--- src/rtl/div_result_queue.sv ---
// Result stage behind the restoring divider. It captures {dbz, quotient} on the
// done strobe and presents the entries through a first-word-fall-through valid/ready queue.
module div_result_queue #(
    parameter int WIDTH  = 10,
    parameter int DEPTH  = 4,
    parameter int DROP_W = 8
) (
    input  logic                     clk,
    input  logic                     sclr,
    input  logic                     done,
    input  logic [WIDTH-1:0]         q_in,
    input  logic                     dbz_in,
    input  logic                     res_ready,
    output logic                     res_valid,
    output logic [WIDTH-1:0]         res_data,
    output logic                     res_dbz,
    output logic [$clog2(DEPTH):0]   count,
    output logic                     full,
    output logic [DROP_W-1:0]        drop_cnt
);

    localparam int AW = $clog2(DEPTH);
    localparam logic [AW:0] FULL_CNT = (AW+1)'(DEPTH);

    typedef logic [WIDTH:0] entry_t;  // {dbz, q}

    entry_t          mem [DEPTH];
    logic [AW-1:0]   wr_ptr;
    logic [AW-1:0]   rd_ptr;
    entry_t          head;
    logic            push;
    logic            pop;
    logic            drop;

    assign res_valid = (count != '0);
    assign full      = (count == FULL_CNT);

    // A full queue can still accept a push when the head leaves in the same cycle.
    // The write then lands in the slot being vacated, and the popped value is the old head.
    always_comb begin
        pop  = 1'b0;
        push = 1'b0;
        drop = 1'b0;
        pop  = res_valid && res_ready;
        push = done && (!full || pop);
        drop = done && full && !pop;
    end

    // The head comes straight out of storage, so a write shows up one cycle later.
    // When the queue is empty, both output fields are forced to zero.
    assign head     = mem[rd_ptr];
    assign res_data = res_valid ? head[WIDTH-1:0] : '0;
    assign res_dbz  = res_valid ? head[WIDTH]     : 1'b0;

    // NOTE: storage has no reset on purpose. The pointers and count decide what is
    // valid, and a reset-free array can map onto plain RAM or flops without reset.
    always_ff @(posedge clk) begin
        if (push)
            mem[wr_ptr] <= {dbz_in, q_in};
    end

    // NOTE: every sequential update uses non-blocking assignment. All registers
    // then sample the same pre-edge values, which avoids evaluation-order races.
    always_ff @(posedge clk or posedge sclr) begin
        if (sclr) begin
            wr_ptr   <= '0;
            rd_ptr   <= '0;
            count    <= '0;
            drop_cnt <= '0;
        end else begin
            if (push)
                wr_ptr <= wr_ptr + AW'(1);
            if (pop)
                rd_ptr <= rd_ptr + AW'(1);

            case ({push, pop})
                2'b10:   count <= count + 1'b1;
                2'b01:   count <= count - 1'b1;
                default: count <= count;
            endcase

            if (drop && (drop_cnt != '1))
                drop_cnt <= drop_cnt + 1'b1;
        end
    end

endmodule

--- config.mk ---
export PLATFORM = sky130hd
export DESIGN_NAME = div_result_queue
export DESIGN_NICKNAME = d
export VERILOG_FILES = /design/src/rtl/div_result_queue.sv
export SDC_FILE = /design/constraint.sdc
export NUM_CORES = 1
export LEC_CHECK = 0
export ABC_AREA = 1
export BUFFER_PORTS_ARGS = -buffer_cell sky130_fd_sc_hd__buf_4
export CORE_MARGIN = 2
export CORE_UTILIZATION = 56
export DETAILED_ROUTE_END_ITERATION = 10
export PLACE_DENSITY = 0.76
export SYNTH_ARGS = -nofsm -noshare
export SYNTH_HDL_FRONTEND = slang
export SYNTH_SLANG_ARGS = --single-unit
--- constraint.sdc ---
create_clock -name clk -period 1.9 [get_ports clk]
set_input_delay 0.285 -clock clk [delete_from_list [all_inputs] [get_ports clk]]
set_output_delay 0.285 -clock clk [all_outputs]
set_load 0.01 [all_outputs]
* Word-level counts from Yosys, hierarchy flattened *
Memory sizes are Yosys's and may differ from the RTL's.
Index checks and enable logic that the tools add are counted.

storage, ports and cells
  flip-flop bits (word level) = 15
  bits in writable memories = 44
  input bits = 15
  output and inout port bits = 24
  word-level logic and storage cells = 29
  memories = 1

cells by class
  add/sub/neg operators = 5
  eq/ne operators = 4
  multiplexer cells = 5
  reductions and logical operators = 10

memory list
  memory  depth  bits a word  rd ports  clocked after memory_dff  write ports  line  text
  mem     4      11           1         0                         1            27    entry_t mem [DEPTH];

operator list
  kind                   count
  $mux W10               1
  $add A8 B1 Y8 const B  1
  $ne A8 B8 Y1 const B   1
  $pmux W3 S2            1
  $logic_and A1 B1 Y1    5
  $add A2 B1 Y2 const B  2
  $add A3 B1 Y3 const B  1
  $eq A3 B3 Y1 const B   1
  $mux W1                3
  $reduce_bool A3 Y1     1
  $sub A3 B1 Y3 const B  1
  $eq A2 B1 Y1 const B   1
  $eq A2 B2 Y1 const B   1
  $logic_not A1 Y1       2
  $reduce_bool A2 Y1     1
  $logic_or A1 B1 Y1     1

* Longest topological paths before layout *
  word-level depth = 6
  mapped depth = 10
  gate-level depth less buffers = 10

* Worst setup path before layout *
No wires, ideal clock.

  path kind = reg-to-reg
  start = register count[0]
  end = memory mem[0][0] in the netlist's numbering, enable pin
  setup time = 0.378 ns
  data arrival time = 1.410 ns
  data required time = 1.522 ns
  slack = 0.112 ns
  stages on the path, launching flop included = 7
  buffers on the path = 0
  period minus slack after synthesis = 1.788 ns
  cells stage by stage = dfrtp_1 -> nor2_2 -> nand2_2 -> clkinv_2 -> nand2_2 -> nand2_1 -> nor2_1

on the way
  cells in the longest elaborated chain, start to end = 6
  elaborated cells on any way between the ends = 8
  those cells by class = eq/ne (1); mux (2); reduce/logical (5)

RTL lines
  element                        line  text
  start: declaration             17    output logic [$clog2(DEPTH):0] count,
  start signal: assignment       77    2'b10: count <= count + 1'b1;
  start signal: assignment       78    2'b01: count <= count - 1'b1;
  start signal: assignment       79    default: count <= count;
  $eq A3 B3 Y1                   36    assign full = (count == FULL_CNT);
  via full                       18    output logic full,
  $logic_not A1 Y1               45    push = done && (!full || pop);
  $logic_or A1 B1 Y1             45
  $logic_and A1 B1 Y1            45
  $mux W1                        58    if (push)
  $mux W1 (not written as such)  59    mem[wr_ptr] <= {dbz_in, q_in};
  end: declaration               27

The timed path passes the listed nets, and every way through them passes these cells.

* Worst setup path after layout *
  start = register rd_ptr[0]
  end = output res_data[9]

on the way
  cells in the longest elaborated chain, start to end = 2

RTL lines
  element                   line  text
  start: declaration        29    logic [AW-1:0] rd_ptr;
  start signal: assignment  74    rd_ptr <= rd_ptr + AW'(1);
  $mem_v2 Z4 W11            -
  $mux W10                  52    assign res_data = res_valid ? head[WIDTH-1:0] : '0;
  end: declaration          15    output logic [WIDTH-1:0] res_data,

Every way passes these cells.

==> impl_metrics.ini <==
[die]
ios = 39
core_um2 = 4410
num_rows = 24
die_area_um2 = 5190
die_y_um = 72.0
die_w_um = 72.0
initial_core_util_pct = 58.7

[finish]
final_common_cell = nor2_1
mostFrequentLayoutCells = nor2_1, buf_4, edfxtp_1
instances_no_fill = 365
area_growth_pct = 27.6
diodes = 0
fin_nets = 330
drive_above_1_share_pct = 26.8
fill_cells = 328

[global_routing]
track_usage_pct = 21.7
grt_antenna_before_repair = 0
grt_pass1_vias = 1788
grt_pass1_wl_um = 8300
grt_max_degree = 24
grt-ovfl-total = 0

[placed_design]
post-place-ws_ns = 0.206
placed_cells = 340
io_buffers = 38
dpl.hpwl_um = 3310
gp_congestion = 0.773

[critical_path]
cp.required_ns = 1.62
cp-start-kind = flop
arrival_ns = 1.59
path_class = flop to output pin
crit_fanout = 11
end_kind = output pin

[yosys]
syn-cell-area_um2 = 2590
ys_ff_latch = 59
ys_warn_count = 0
ys_types = 22
avgSynthCellArea_um2 = 10.5
ys_seq_area_share_pct = 65.4
syn_inst = 247
synth_nets = 268

[sta]
slew_headroom_pct = 59.8
setup_viol_count_final = 0
holdWs_ns = 0.0295
hold_viol = 0
setup_ws_ns = 0.0286
timing.final.crit_share_pct = 98.5
fin_skew_ns = 0.00490
tightest_slew_ns = 0.603
layout_min_cycle_time_ns = 1.87
drv_slew = 0
max_freq_ghz = 0.534

[clock_tree]
worstSkewPairLatency_ns = 0.33
clockBufferDepth = 2
htree_levels = 3
cts_tree = built
cts_sinks = 59
numCtsBuffers = 9
path_clk_slew_ns = 0.07
root_buffer = clkbuf_8

[drt]
vias = 1857
initialDrtViolationCount = 93
final_antenna_net_count = 0
routedWlPerCell_um = 15.3
viasPerCell = 5.09
first_pass_iters = 4
drc = 0
wl_um = 5600

[power_and_ir_drop]
p_per_area_nw_per_um2 = 1540
p_leak_nw = 1.43
ir_worst_vdd_v = 0.000860

[status]
outcome = finished clean

[hold_path]
hold_class = input port to async pin

[flow_run]
max-cap-violations = 0
[power breakdown]
part / leakage (nW) / internal, mW / switching (mW)
combinational: 0.760 / 1.06 / 1.27
sequential: 0.594 / 1.69 / 0.133
clock: 0.0783 / 0.453 / 0.480
total: 1.43 / 3.21 / 1.88
[registers in the layout (all words and copies together), names as in the netlist]
signal    cells
count         3
wr_ptr        2
drop_cnt      8
mem          44
rd_ptr        2
[cell usage after synthesis]
cell / instances / area share [%]
nor3_4: 1 / 0.63
inv_1: 20 / 2.9
buf_2: 3 / 0.58
dfrtp_1: 15 / 14
xnor2_1: 2 / 0.68
a21oi_1: 13 / 2.5
o21ai_0: 22 / 4.2
o21ai_2: 1 / 0.34
nand4_1: 1 / 0.24
nand2_2: 3 / 0.72
nor2_2: 1 / 0.24
xor2_1: 7 / 2.4
nand2_1: 41 / 5.9
fa_1: 1 / 0.77
clkinv_2: 1 / 0.19
nor2_1: 57 / 8.3
ha_1: 5 / 2.4
nor3_1: 1 / 0.19
o21ai_1: 1 / 0.19
clkbuf_1: 4 / 0.58
nand3_1: 3 / 0.58
edfxtp_1: 44 / 51
[kinds of logic after synthesis]
logic type | share of synthesized area [%]
flops | 65.4
buf+inv | 4.25
simple gates | 16.8
fa+ha+maj | 3.19
compound gates | 7.29
xor+xnor | 3.04
[routing by layer]
metal / up-vias / part of all wire (%) / routed length (um) / global-route usage, %
met2: 31 / 50 / 2770 / 34.8
li1: 937 / - / - / -
met5: - / 0 / 0 / 0
met3: 12 / 2.3 / 130 / 4.58
met1: 877 / 46 / 2590 / 28.1
met4: 0 / 1.8 / 100 / 11.3
[metrics by stage]
stage	total power [mW]	setup TNS [ns]	util [%]	area, um2
finish	5.09	0	74.9	3310
global route	5.40	-0.113	74.9	3310
CTS	4.76	0	71.8	3170
detailed placement	3.77	0	67.7	2990
global placement	3.71	0	67.7	2990
floorplan	2.96	0	-	2590
[worst paths after layout]
| check | startpoint | end | cells after the start | slack (ns) |
|---|---|---|---|---|
| max in group asynchronous | sclr | rd_ptr[0] | 2 | 1.44 |
| worst min-delay path | sclr | drop_cnt[4] | 2 | 0.03 |
| worst max-delay path | rd_ptr[0] | res_data[9] | 7 | 0.03 |
| min in group clk | q_in[1] | mem[0][1] | 1 | 0.15 |
| worst max register to register | count[2] | count[2] | 10 | 0.22 |
| worst min register to register | drop_cnt[1] | drop_cnt[1] | 2 | 0.55 |
[what timing repair did]
item / CTS / global route
hold buffers: 0 / 0
cloned: 0 / 4
hold endpoints to repair: 0 / 0
gates resized for setup: 3 / 9
pin swaps: 0 / 1
setup endpoints to repair: 11 / 11
buffers inserted: 2 / 4
[worst max-delay path, cell delays in order (launching register included)]
cell       delay, ns
dfrtp_2         0.41
buf_12          0.15
clkbuf_16       0.16
nor2_1          0.15
nor2_1          0.06
o21ai_0         0.09
a21oi_1         0.08
buf_4           0.14
[cell type report]
cell class              count  area, um2  share of cell area (%)
clock inverters             6       33.8                    1.02
multi-input cells         160        791                    23.9
repair inverters            2       15.0                   0.454
flip-flops and latches     59       1700                    51.3
well taps                  52       65.1                    1.97
repair buffers             56        493                    14.9
clock buffers               9        124                    3.75
inverters                  21       87.6                    2.65
Note: power is estimated with default switching activity, not from simulation.
